[src/rtl/retire_trace_unit.sv]
// rtl/retire_trace_unit.sv - retirement trace FIFO and performance counters
// Samples write-back each cycle, buffers retire records in a FWFT FIFO, counts events.
module retire_trace_unit #(
    parameter int DEPTH = 8,
    parameter int XLEN  = 64
) (
    input  logic                     clk,
    input  logic                     rst,
    input  logic                     wb_valid,
    input  logic [XLEN-1:0]          wb_pc,
    input  logic [4:0]               wb_rd,
    input  logic                     wb_reg_write,
    input  logic [XLEN-1:0]          wb_write_data,
    input  logic                     hazard_stall,
    input  logic                     flush,
    input  logic                     trace_enable,
    input  logic                     clear_counters,
    input  logic                     trace_ready,
    output logic                     trace_valid,
    output logic [XLEN-1:0]          trace_pc,
    output logic [4:0]               trace_rd,
    output logic [XLEN-1:0]          trace_data,
    output logic [$clog2(DEPTH):0]   trace_level,
    output logic [63:0]              cycle_count,
    output logic [63:0]              retire_count,
    output logic [31:0]              stall_count,
    output logic [31:0]              flush_count,
    output logic [31:0]              drop_count
);

    localparam int AW = $clog2(DEPTH);
    localparam int LW = AW + 1;

    logic [XLEN-1:0] r_mem_pc   [DEPTH];
    logic [4:0]      r_mem_rd   [DEPTH];
    logic [XLEN-1:0] r_mem_data [DEPTH];

    logic [AW-1:0]   r_wr_ptr;
    logic [AW-1:0]   r_rd_ptr;
    logic [LW-1:0]   r_level;

    logic [63:0]     r_cycle_count;
    logic [63:0]     r_retire_count;
    logic [31:0]     r_stall_count;
    logic [31:0]     r_flush_count;
    logic [31:0]     r_drop_count;

    logic            w_empty;
    logic            w_full;
    logic            w_pop;
    logic            w_push_req;
    logic            w_push;
    logic            w_drop;
    logic [4:0]      w_rd_eff;
    logic [XLEN-1:0] w_data_eff;

    assign w_empty    = (r_level == '0);
    assign w_full     = (r_level == LW'(DEPTH));
    assign w_pop      = !w_empty && trace_ready;
    assign w_push_req = wb_valid && trace_enable;
    // A full FIFO still accepts a push when the head leaves on the same edge.
    assign w_push     = w_push_req && (!w_full || w_pop);
    assign w_drop     = w_push_req && !w_push;

    assign w_rd_eff   = wb_reg_write ? wb_rd : 5'd0;
    assign w_data_eff = (wb_reg_write && (wb_rd != 5'd0)) ? wb_write_data : '0;

    always_ff @(posedge clk) begin
        if (w_push) begin
            r_mem_pc[r_wr_ptr]   <= wb_pc;
            r_mem_rd[r_wr_ptr]   <= w_rd_eff;
            r_mem_data[r_wr_ptr] <= w_data_eff;
        end
    end

    always_ff @(posedge clk) begin
        if (rst) begin
            r_wr_ptr <= '0;
            r_rd_ptr <= '0;
            r_level  <= '0;
        end else begin
            if (w_push) begin
                r_wr_ptr <= r_wr_ptr + AW'(1);
            end
            if (w_pop) begin
                r_rd_ptr <= r_rd_ptr + AW'(1);
            end
            case ({w_push, w_pop})
                2'b10:   r_level <= r_level + LW'(1);
                2'b01:   r_level <= r_level - LW'(1);
                default: r_level <= r_level;
            endcase
        end
    end

    always_ff @(posedge clk) begin
        if (rst || clear_counters) begin
            r_cycle_count  <= '0;
            r_retire_count <= '0;
            r_stall_count  <= '0;
            r_flush_count  <= '0;
            r_drop_count   <= '0;
        end else begin
            r_cycle_count  <= r_cycle_count + 64'd1;
            r_retire_count <= r_retire_count + 64'(wb_valid);
            if (hazard_stall && (r_stall_count != '1)) begin
                r_stall_count <= r_stall_count + 32'd1;
            end
            if (flush && (r_flush_count != '1)) begin
                r_flush_count <= r_flush_count + 32'd1;
            end
            if (w_drop && (r_drop_count != '1)) begin
                r_drop_count <= r_drop_count + 32'd1;
            end
        end
    end

    // Outputs are gated by occupancy so an empty FIFO never exposes stale storage.
    assign trace_valid  = !w_empty;
    assign trace_pc     = trace_valid ? r_mem_pc[r_rd_ptr]   : '0;
    assign trace_rd     = trace_valid ? r_mem_rd[r_rd_ptr]   : 5'd0;
    assign trace_data   = trace_valid ? r_mem_data[r_rd_ptr] : '0;
    assign trace_level  = r_level;
    assign cycle_count  = r_cycle_count;
    assign retire_count = r_retire_count;
    assign stall_count  = r_stall_count;
    assign flush_count  = r_flush_count;
    assign drop_count   = r_drop_count;

endmodule

[config.mk]
export PLATFORM = sky130hd
export DESIGN_NAME = retire_trace_unit
export DESIGN_NICKNAME = d
export VERILOG_FILES = /design/src/rtl/retire_trace_unit.sv
export SDC_FILE = /design/constraint.sdc
export NUM_CORES = 1
export LEC_CHECK = 0
export CAP_MARGIN = 20
export CORE_ASPECT_RATIO = 1.2
export CORE_MARGIN = 10
export CORE_UTILIZATION = 40
export DETAILED_ROUTE_END_ITERATION = 16
export PLACE_DENSITY = 0.67
export SETUP_SLACK_MARGIN = 0.3
export SLEW_MARGIN = 25
export SYNTH_ARGS = -nofsm -noshare
export SYNTH_HDL_FRONTEND = slang
export SYNTH_SLANG_ARGS = --single-unit
[constraint.sdc]
create_clock -name clk -period 45.9 [get_ports clk]
set_clock_uncertainty 0.1 [all_clocks]
set_input_delay 13.77 -clock clk [delete_from_list [all_inputs] [get_ports clk]]
set_output_delay 13.77 -clock clk [all_outputs]
set_load 0.05 [all_outputs]
Yosys cells after proc, flatten, opt, wreduce, memory -nomap -nowiden
Memory sizes are Yosys's and may differ from the RTL's. A register that Yosys moved wholly into a read port is not among the register bits.
Index checks and enable logic that the tools add are counted.
Widths: inputs -> output; s select.

storage, ports and cells
  ROM bits = 0
  latch bits = 0
  memories = 3
  bits in writable memories = 1064
  logic and storage cells = 56
  register bits = 234
  output and inout port bits = 362

operators by class
  divide/modulo/power cells = 0
  equality and inequality tests = 6
  muxes and demuxes = 14
  add/subtract/negate cells = 9
  $lt $le $gt $ge = 0
  bitwise logic cells = 0
  reductions and logical operators = 16
  multipliers = 0
  shifts and indexed selects = 0

memories
  name        words  bits a word  rd ports  clocked after Yosys merged registers in  wr ports  line  source
  r_mem_data  8      64           1         1                                        1         36    logic [XLEN-1:0] r_mem_data [DEPTH];
  r_mem_pc    8      64           1         1                                        1         34    logic [XLEN-1:0] r_mem_pc [DEPTH];
  r_mem_rd    8      5            1         1                                        1         35    logic [4:0] r_mem_rd [DEPTH];

operators with widths
  cell                   number
  $mux 64                3
  $add 32x1->32 const B  3
  $ne 32x32->1 const B   3
  $add 64x1->64          1
  $add 64x1->64 const B  1
  $mux 3                 6
  $mux 5                 2
  $logic_and 1x1->1      8
  $pmux 4 s2             1
  $add 3x1->3 const B    2
  $reduce_bool 5->1      1
  $add 4x1->4 const B    1
  $eq 4x4->1 const B     1
  $logic_not 4->1        1
  $sub 4x1->4 const B    1
  $logic_not 1->1        3
  $eq 2x1->1 const B     1
  $eq 2x2->1 const B     1
  $logic_or 1x1->1       2
  $mux 1                 2
  $reduce_bool 2->1      1

Longest topological paths before layout
Gate-level depths: netlist of run 1.

  word-level depth = 8
  gate-level depth with buffers = 8

Least setup slack after synthesis of run 1
Ideal clock, no wire load.

  kind = input-to-reg
  from = in trace_ready
  to = mem r_mem_data[4][0] (enable)
  path slack = 20.973 ns
  path buffers = 0
  arrival = 24.011 ns
  data required time = 44.984 ns
  cell stages on the path = 4
  path through = nor2b_1 -> a21oi_1 -> nand2b_1 -> nor3b_1

between the ends
  cells in the longest elaborated chain, start to end = 5

RTL lines
  item                          line  source
  start: declaration            18    input logic trace_ready,
  $logic_and 1x1->1             59    assign w_pop = !w_empty && trace_ready;
  $logic_or 1x1->1              62    assign w_push = w_push_req && (!w_full || w_pop);
  $logic_and 1x1->1             62
  $mux 1                        69    if (w_push) begin
  $mux 1 (implied by the code)  72    r_mem_data[r_wr_ptr] <= w_data_eff;
  end: declaration              36

No other way between the ends.

==> results.sh, run 1 <==
export IMPL_status="completed"
export IMPL_startpoint_type="flip-flop"
export IMPL_grt_max_degree=152
export IMPL_hold_buffers=0
export IMPL_grt_pass1_vias=30840
export IMPL_peakVddDrop_uv=69.78
export IMPL_setup_viol=0
export IMPL_power_leakage_nw=19.11
export IMPL_ys_types=63
export IMPL_timing_final_max_slew_violations=0
export IMPL_cts_root_buf="clkbuf_16"
export IMPL_num_io_pins=504
export IMPL_postCtsSetupBuffers=0
export IMPL_drtIter0Drc=2126
export IMPL_fin_crit_sh=0.3980
export IMPL_coreArea_sq_um=129900
export IMPL_dp_hpwl_mm=80.74
export IMPL_num_vias=30520
export IMPL_timing_fmax_mhz=54.74
export IMPL_area_delta_synth_final_pct=21.79
export IMPL_cts_buffers=136
export IMPL_crit_required_ns=32.03
export IMPL_worst_setup_path_type="reg -> out"
export IMPL_critPathBufInv=2
export IMPL_hold_viol=0
export IMPL_num_rows=145
export IMPL_syn_area_per_cell_sq_um=16.61
export IMPL_clk_latency_ns=0.77
export IMPL_antenna_found_initial=23
export IMPL_crit_arrival_ns=4.40
export IMPL_floorplan_die_area_sq_um=145200
export IMPL_hp_class="reg -> reg"
export IMPL_crit_family="buffers and inverters"
export IMPL_synth_ff_type="edfxtp_1"
export IMPL_start_util=0.4012
export IMPL_syn_inst=3137
export IMPL_synth_edf_count=1064
export IMPL_endpoint_kind="primary output"
export IMPL_die_h_microns=415.4
export IMPL_ys_seq_area_frac=0.7041
export IMPL_netlist_area_sq_um=52120
export IMPL_drc=0
export IMPL_post_cts_resized=0
export IMPL_io_buffers=503
export IMPL_powerDensity_nw_per_um2=52.41
export IMPL_fillCellCount=10820
export IMPL_fp_dieW_microns=349.5
export IMPL_final_layout_size_suffix_gt1_frac=0.1408
export IMPL_detail_route_antenna_nets=0
export IMPL_first_pass_iters=5
export IMPL_wire_per_inst_microns=24.69
export IMPL_fin_tns_setup_ns=0
export IMPL_synth_seq_cells=1301
export IMPL_placedCellCount=5213
export IMPL_clock_sinks=1301
export IMPL_dp_slack_ns=27.53
export IMPL_period_needed_ns=18.27
export IMPL_htree_levels=4
export IMPL_grt_pass1_wl_mm=201.5
export IMPL_routabilityCongestion=0.9165
export IMPL_slowest_delay_ns=0.92
export IMPL_final_cells=5467
export IMPL_clock_path_buffers=3
export IMPL_crit_chain="buf_4, mux4_2, mux2i_1, nor2_1, clkdlybuf4s50_1"
export IMPL_worst_pin_slew_ns=1.085
export IMPL_wl_mm=135.0
export IMPL_path_max_fanout=62
export IMPL_rsz0062_at_grt="no"
export IMPL_grt_use_total=0.1829
export IMPL_clkTransAtPathRegs_ns=0.06
export IMPL_grt_overflow=0
export IMPL_maxSlewHeadroom=0.2766
export IMPL_syn_num_nets=3290
export IMPL_critPathSlowestCell="dfxtp_4"
export IMPL_cts_tree="yes"
export IMPL_nets=3815
export IMPL_maxCapViolations=0
export IMPL_yosysWarnings=0
export IMPL_routed_via_density=5.582
export IMPL_synthArstFlopShare=0
export IMPL_fin_ws_ns=27.63
## layout make-up
type                       count  area [sq um]  share of cell area
sequential                  1301         36710              0.5783
clock inverter                72         654.4             0.01031
multi-input combinational   1652         14760              0.2325
antenna                        7         17.52           0.0002760
clock buffer                 174          3627             0.05715
inverter                      28         105.1            0.001656
timing repair buffer         543          5492             0.08652
tap                         1690          2115             0.03331
## worst paths after layout
kind,from,to,slack (ns),cells past startpoint
setup reg to reg,trace_level[0],r_mem_data[2][33],41.58,7
setup / recovery,flip-flop,trace_pc[25],27.63,5
hold reg to reg,cycle_count[0],cycle_count[0],0.38,1
hold / removal,cycle_count[0],cycle_count[0],0.38,1
## cells in the mapped netlist, drive strengths merged (52+ instances only)
master	instances	area, sq um
edfxtp	1064	31950
buf	62	290.3
and2	81	506.7
nand4	80	525.5
dfxtp	237	4745
mux2i	147	1471
o21ai	70	350.3
a21oi	124	620.6
nand3	87	435.4
mux4	266	5991
clkbuf	94	354.1
xor2	52	455.4
or3	74	462.9
nor2	247	927.1
nand2	102	387.9
## worst reg2reg max path, delay by kind of cell, from the launching register on
family                 cells  cell delay (ns)
buffers and inverters      3             2.27
and+or+nand+nor            3             0.54
AOI/OAI and AO/OA          1             0.47
DFF                        1             0.50
## registers in the layout, summed over array words and instances (netlist names), named ones only
name,count
r_mem_pc,512
retire_count,64
trace_level,4
r_wr_ptr,3
drop_count,32
r_mem_data,512
stall_count,32
flush_count,32
r_rd_ptr,3
cycle_count,64
r_mem_rd,40
## stage by stage
step	util	total power [mW]	hold WS, ns	area [sq um]
floorplan	-	1.976	0.3541	52120
global placement	0.4550	2.309	0.3562	59110
detailed placement	0.4552	2.311	0.3699	59140
CTS	0.4882	3.373	0.3822	63420
global route	0.4885	3.464	0.4194	63460
finish	0.4886	3.327	0.3770	63470
## cell usage in the layout, fill, tap and decap left out, types with 7 or more instances in the layout
cell type / Yosys / layout
a21oi_1: 124 / 124
and2_1: 81 / 81
and3_1: 23 / 23
and4_1: 30 / 30
buf_12: 0 / 9
buf_4: 0 / 28
clkbuf_1: 93 / 31
clkbuf_16: 0 / 137
clkdlybuf4s50_1: 0 / 503
clkinv_1: 0 / 33
clkinv_2: 0 / 15
dfxtp_1: 237 / 234
diode_2: 0 / 7
edfxtp_1: 1064 / 1064
ha_1: 10 / 10
inv_1: 28 / 28
mux2i_1: 147 / 147
mux4_2: 266 / 266
nand2_1: 100 / 100
nand3_1: 87 / 87
nand4_1: 76 / 76
nand4b_1: 9 / 9
nor2_1: 247 / 244
nor3_1: 26 / 22
nor4_1: 21 / 20
o21a_1: 12 / 11
o21ai_0: 65 / 65
o31ai_1: 45 / 44
o41ai_1: 9 / 9
or2_2: 8 / 7
or3_1: 74 / 74
or4_1: 47 / 47
xnor2_1: 28 / 28
xor2_1: 52 / 52
## cell families after synthesis
family                     Yosys count  synth area share
DFF                               1301            0.7041
and+or+nand+nor                    860           0.08916
muxes                              413            0.1432
AOI/OAI and AO/OA                  288           0.03296
buffers and inverters              184           0.01438
xor gates and xnor gates            80           0.01344
adders and majority gates           11          0.002785
## report_power, final
group	internal [mW]	total, mW	switching (mW)
sequential	1.29	1.31	0.0188
combinational	0.342	0.961	0.619
clock	0.589	1.05	0.463
## per-layer routing
| metal | global-route usage | up-vias | share of wire |
|---|---|---|---|
| met5 | 0 | - | 0.0017 |
| met4 | 0.05500 | 34 | 0.023 |
| met3 | 0.06422 | 211 | 0.095 |
| met2 | 0.2957 | 1056 | 0.48 |
| met1 | 0.2301 | 15650 | 0.40 |
| li1 | - | 13560 | - |
Note: power is estimated with default switching activity, not from simulation.
==> inputs of run 2 (changes only) <==
- PLACE_DENSITY: 0.67 -> 0.69
- clock period: 45.9 -> 15 ns (I/O delays scaled with it)
==> run 2 against run 1 <==
Die area did not move. Wire length rose by 0.67%. Critical endpoint is now trace_data[15]. Global-route usage barely moved. Critical path type unchanged. Sequential power rose to 3.1 times the previous value.
==> results.sh, run 2 (synthesis results as in run 1) <==
export IMPL_final_cell_mix="edfxtp_1, clkdlybuf4s50_1, mux4_2"
export IMPL_rsz0062_at_grt="no"
export IMPL_drc=0
export IMPL_num_io_pins=504
export IMPL_setup_viol=0
export IMPL_fin_ws_ns=5.825
export IMPL_grt_max_degree=135
export IMPL_dp_slack_ns=6.489
export IMPL_cts_root_buf="clkbuf_16"
export IMPL_peakVddDrop_uv=192.9
export IMPL_timing_final_max_slew_violations=0
export IMPL_nets=3819
export IMPL_num_rows=145
export IMPL_routed_via_density=5.613
export IMPL_floorplan_die_area_sq_um=145200
export IMPL_grt_overflow=0
export IMPL_clock_sinks=1301
export IMPL_clk_latency_ns=0.76
export IMPL_post_cts_resized=0
export IMPL_hp_class="reg -> reg"
export IMPL_worst_pin_slew_ns=1.025
export IMPL_start_util=0.4012
export IMPL_num_vias=30720
export IMPL_startpoint_type="flip-flop"
export IMPL_power_total_mw=10.36
export IMPL_crit_required_ns=10.40
export IMPL_wl_mm=135.9
export IMPL_holdWs_ns=0.3803
export IMPL_final_layout_size_suffix_gt1_frac=0.1480
export IMPL_power_leakage_nw=19.28
export IMPL_grt_use_total=0.1829
export IMPL_antenna_found_initial=22
export IMPL_period_needed_ns=9.175
export IMPL_area_delta_synth_final_pct=22.57
export IMPL_grt_pass1_vias=30770
export IMPL_fin_tns_setup_ns=0
export IMPL_routabilityCongestion=0.8982
export IMPL_wire_per_inst_microns=24.83
export IMPL_timing_fmax_mhz=109.0
export IMPL_die_h_microns=415.4
export IMPL_dp_hpwl_mm=83.63
export IMPL_grt_pass1_wl_mm=201.8
export IMPL_r2r_start="trace_level[0]"
export IMPL_worst_setup_path_type="reg -> out"
export IMPL_hp_start="r_rd_ptr[1]"
export IMPL_postCtsSetupBuffers=0
export IMPL_detail_route_antenna_nets=0
export IMPL_status="completed"
export IMPL_clkTransAtPathRegs_ns=0.06
export IMPL_coreArea_sq_um=129900
export IMPL_fin_crit_sh=0.6117
export IMPL_endpoint_kind="primary output"
export IMPL_fp_dieW_microns=349.5
export IMPL_maxCapViolations=0
export IMPL_path_max_fanout=105
export IMPL_maxSlewHeadroom=0.3148
export IMPL_htree_levels=4
export IMPL_layout_commonest_cell="edfxtp_1"
export IMPL_clock_path_buffers=3
export IMPL_cts_tree="yes"
export IMPL_cts_buffers=137
export IMPL_hold_viol=0
export IMPL_reg_top3="r_mem_data (512), r_mem_pc (512)"
export IMPL_drtIter0Drc=2298
export IMPL_io_buffers=503
export IMPL_crit_arrival_ns=4.57
export IMPL_powerDensity_nw_per_um2=162.1
export IMPL_first_pass_iters=5
export IMPL_hold_buffers=0
-- run 2: area by class of cell --
cell class | instances | area [sq um]
flip-flops and latches | 1301 | 36710
clock buffers | 166 | 3689
repair buffers | 546 | 5478
clock inverters | 85 | 985.9
fillers | 10800 | 66020
multi-input cells | 1652 | 14790
diodes | 4 | 10.01
inverters | 28 | 105.1
well taps | 1690 | 2115
-- run 2: path summary, 6_finish.rpt --
kind	endpoint	slack, ns	cells past startpoint
min reg2reg	flip-flop	0.38	2
max	trace_data[15]	5.83	6
max reg2reg	r_mem_data[1][50]	11.38	6
min	flip-flop	0.38	2
-- run 2: metal layers --
layer | part of all wire | GRT usage
met5 | 0.0017 | 0
met4 | 0.028 | 0.05939
met3 | 0.095 | 0.06105
met2 | 0.47 | 0.2905
met1 | 0.41 | 0.2349
-- run 2: report_power, final --
group          internal [mW]  leakage (nW)  switching, mW  total [mW]
Sequential              3.96          11.6         0.0465        4.01
Combinational           1.04          5.42           1.87        2.92
Clock                   1.96          2.25           1.47        3.43
-- run 2: stage by stage --
| step | util | instances | cell area, sq um |
|---|---|---|---|
| after global placement | 0.4555 | 5216 | 59160 |
| after detailed placement | 0.4555 | 5216 | 59160 |
| after floorplan | - | 3137 | 52150 |
| final | 0.4918 | 5472 | 63880 |
| after global routing | 0.4917 | 5470 | 63880 |
| after CTS | 0.4914 | 5467 | 63840 |
-- run 2: critical path: stages (launching register included) --
cell	delay, ns
dfxtp_4	0.52
buf_12	0.64
buf_4	0.76
mux4_2	0.59
mux2i_1	0.26
nor2_1	0.11
clkdlybuf4s50_1	0.77
==> inputs of run 3 (changes only) <==
- clock period: 15 -> 7.8 ns (I/O delays scaled with it)
==> run 3 against run 2 <==
Core utilization decreased by 0.21 points. Sequential share of layout area increased by 0.25 points. Die area unchanged. Global-route usage about the same. Setup slack got worse by 4.4 ns. Flip-flop and latch count unchanged. Highest routed layer unchanged.
==> results.sh, run 3 (synthesis results as in run 1) <==
export IMPL_status="completed"
export IMPL_die_h_microns=415.4
export IMPL_dp_hpwl_mm=83.57
export IMPL_num_vias=30680
export IMPL_rsz0062_at_grt="no"
export IMPL_fin_crit_sh=0.8134
export IMPL_min_path_cells=2
export IMPL_peakVddDrop_uv=329.2
export IMPL_final_core_util=0.4896
export IMPL_p_int_mw=13.08
export IMPL_power_leakage_nw=19.12
export IMPL_grt_overflow=0
export IMPL_grt_use_total=0.1824
export IMPL_fillCellCount=10780
export IMPL_startpoint_type="flip-flop"
export IMPL_floorplan_die_area_sq_um=145200
export IMPL_nets=3825
export IMPL_grt_max_degree=138
export IMPL_setup_viol=0
export IMPL_htree_levels=4
export IMPL_clock_sinks=1301
export IMPL_routabilityCongestion=0.8740
export IMPL_crit_arrival_ns=3.90
export IMPL_grt_pass1_vias=30820
export IMPL_switching_share=0.3302
export IMPL_clk_latency_ns=0.76
export IMPL_comb_power_share=0.291
export IMPL_final_cells=5463
export IMPL_fin_area_sq_um=63600
export IMPL_crit_required_ns=5.36
export IMPL_final_cell_mix="edfxtp_1, clkdlybuf4s50_1, mux4_2"
export IMPL_endpoint_kind="primary output"
export IMPL_crit_family="buffers and inverters"
export IMPL_hold_viol=0
export IMPL_maxCapViolations=0
export IMPL_hp_start="r_rd_ptr[1]"
export IMPL_reg_top3="r_mem_data (512), r_mem_pc (512)"
export IMPL_io_buffers=503
export IMPL_r2r_slack_ns=4.33
export IMPL_detail_route_antenna_nets=0
export IMPL_critPathSlowestCell="dfxtp_4"
export IMPL_coreArea_sq_um=129900
export IMPL_drc=0
export IMPL_cts_buffers=135
export IMPL_wl_mm=135.6
export IMPL_cts_tree="yes"
export IMPL_antenna_found_initial=11
export IMPL_first_pass_iters=5
export IMPL_layout_commonest_cell="edfxtp_1"
export IMPL_clkTransAtPathRegs_ns=0.06
export IMPL_holdWs_ns=0.3928
export IMPL_post_cts_resized=0
export IMPL_placedCellCount=5225
export IMPL_critPathBufInv=2
export IMPL_crit_chain="buf_12, mux4_2, mux2i_1, nor2_1, clkdlybuf4s50_1"
export IMPL_timing_fmax_mhz=157.6
export IMPL_powerDensity_nw_per_um2=307.2
export IMPL_start_util=0.4012
export IMPL_final_layout_size_suffix_gt1_frac=0.1418
export IMPL_num_rows=145
export IMPL_slowest_delay_ns=0.88
export IMPL_hp_class="reg -> reg"
export IMPL_power_switching_mw=6.452
export IMPL_multiInputGateArea_sq_um=14790
export IMPL_fin_tns_setup_ns=0
export IMPL_clock_path_buffers=3
export IMPL_register_area_sq_um=36710
export IMPL_r2r_cells=5
export IMPL_drtIter0Drc=2345
export IMPL_r2r_start="trace_level[3]"
export IMPL_clkPwrFrac=0.314
export IMPL_grt_pass1_wl_mm=202.0
export IMPL_num_io_pins=504
export IMPL_fp_dieW_microns=349.5
export IMPL_wire_per_inst_microns=24.82
export IMPL_hold_buffers=0
export IMPL_area_delta_synth_final_pct=22.04
export IMPL_cts_root_buf="clkbuf_16"
export IMPL_period_needed_ns=6.344
export IMPL_maxSlewHeadroom=0.2952
export IMPL_sequentialPowerShare=0.396
export IMPL_worst_pin_slew_ns=1.057
export IMPL_postPlaceCellArea_sq_um=59380
export IMPL_path_max_fanout=62
export IMPL_postCtsSetupBuffers=0
export IMPL_worst_setup_path_type="reg -> out"
export IMPL_r2r_end="r_mem_data[2][14]"
export IMPL_routed_via_density=5.616
export IMPL_timing_final_max_slew_violations=0
-- run 3: changes by cell type in the layout (fill, tap and decap cells not counted), sizes merged --
cell and change:
clkinv -17, inv -5, clkinvlp -4, bufinv -7, clkbuf +19, buf +8
diode -3
-- run 3: per-stage QoR --
step           worst slack [ns]  total power [mW]
2_1_floorplan            -1.396             11.61
3_3_place_gp              1.759             13.61
3_5_place_dp              1.703             13.62
4_1_cts                   1.353             19.78
5_1_grt                   1.200             20.28
6_report                  1.456             19.54
-- run 3: power groups by stage --
stage               Combinational, mW  Clock, mW  Sequential (mW)
floorplan                        3.77          0             7.84
global placement                 5.73          0             7.87
detailed placement               5.74          0             7.88
CTS                              5.77       6.27             7.73
global route                     6.00       6.55             7.74
finish                           5.68       6.13             7.73
-- run 3: worst max path at each step --
stage                     start                 to  slack, ns  cells after the start
floorplan           trace_ready   r_mem_data[7][0]      -1.40                      4
detailed placement  trace_ready  r_mem_data[2][20]       1.70                      6
CTS                   flip-flop      trace_data[1]       1.35                      5
finish                flip-flop       trace_pc[33]       1.46                      5
global placement    trace_ready  r_mem_data[2][27]       1.76                      6
global route          flip-flop       trace_pc[33]       1.20                      5
-- run 3: final cells by class --
class	count	share of cell area
flip-flops and latches	1301	0.5771
clock inverters	52	0.008832
multi-input cells	1652	0.2325
clock buffers	185	0.05752
repair buffers	554	0.08911
diodes	1	0.00003934
well taps	1690	0.03324
inverters	28	0.001652
-- run 3: tightest hold or removal path, delay by kind of cell, from the launching register on --
kind | cells | cell delay, ns
flip-flops | 1 | 0.31
AND/OR/NAND/NOR | 1 | 0.06
AO/OA/AOI/OAI | 1 | 0.08
-- run 3: routing by layer --
| layer | track usage | share of wire | vias to the layer above |
|---|---|---|---|
| met1 | 0.2363 | 0.41 | 15780 |
| met3 | 0.05042 | 0.084 | 181 |
| met5 | 0 | 0.00069 | - |
| li1 | - | - | 13550 |
| met2 | 0.2980 | 0.48 | 1148 |
| met4 | 0.05313 | 0.024 | 16 |
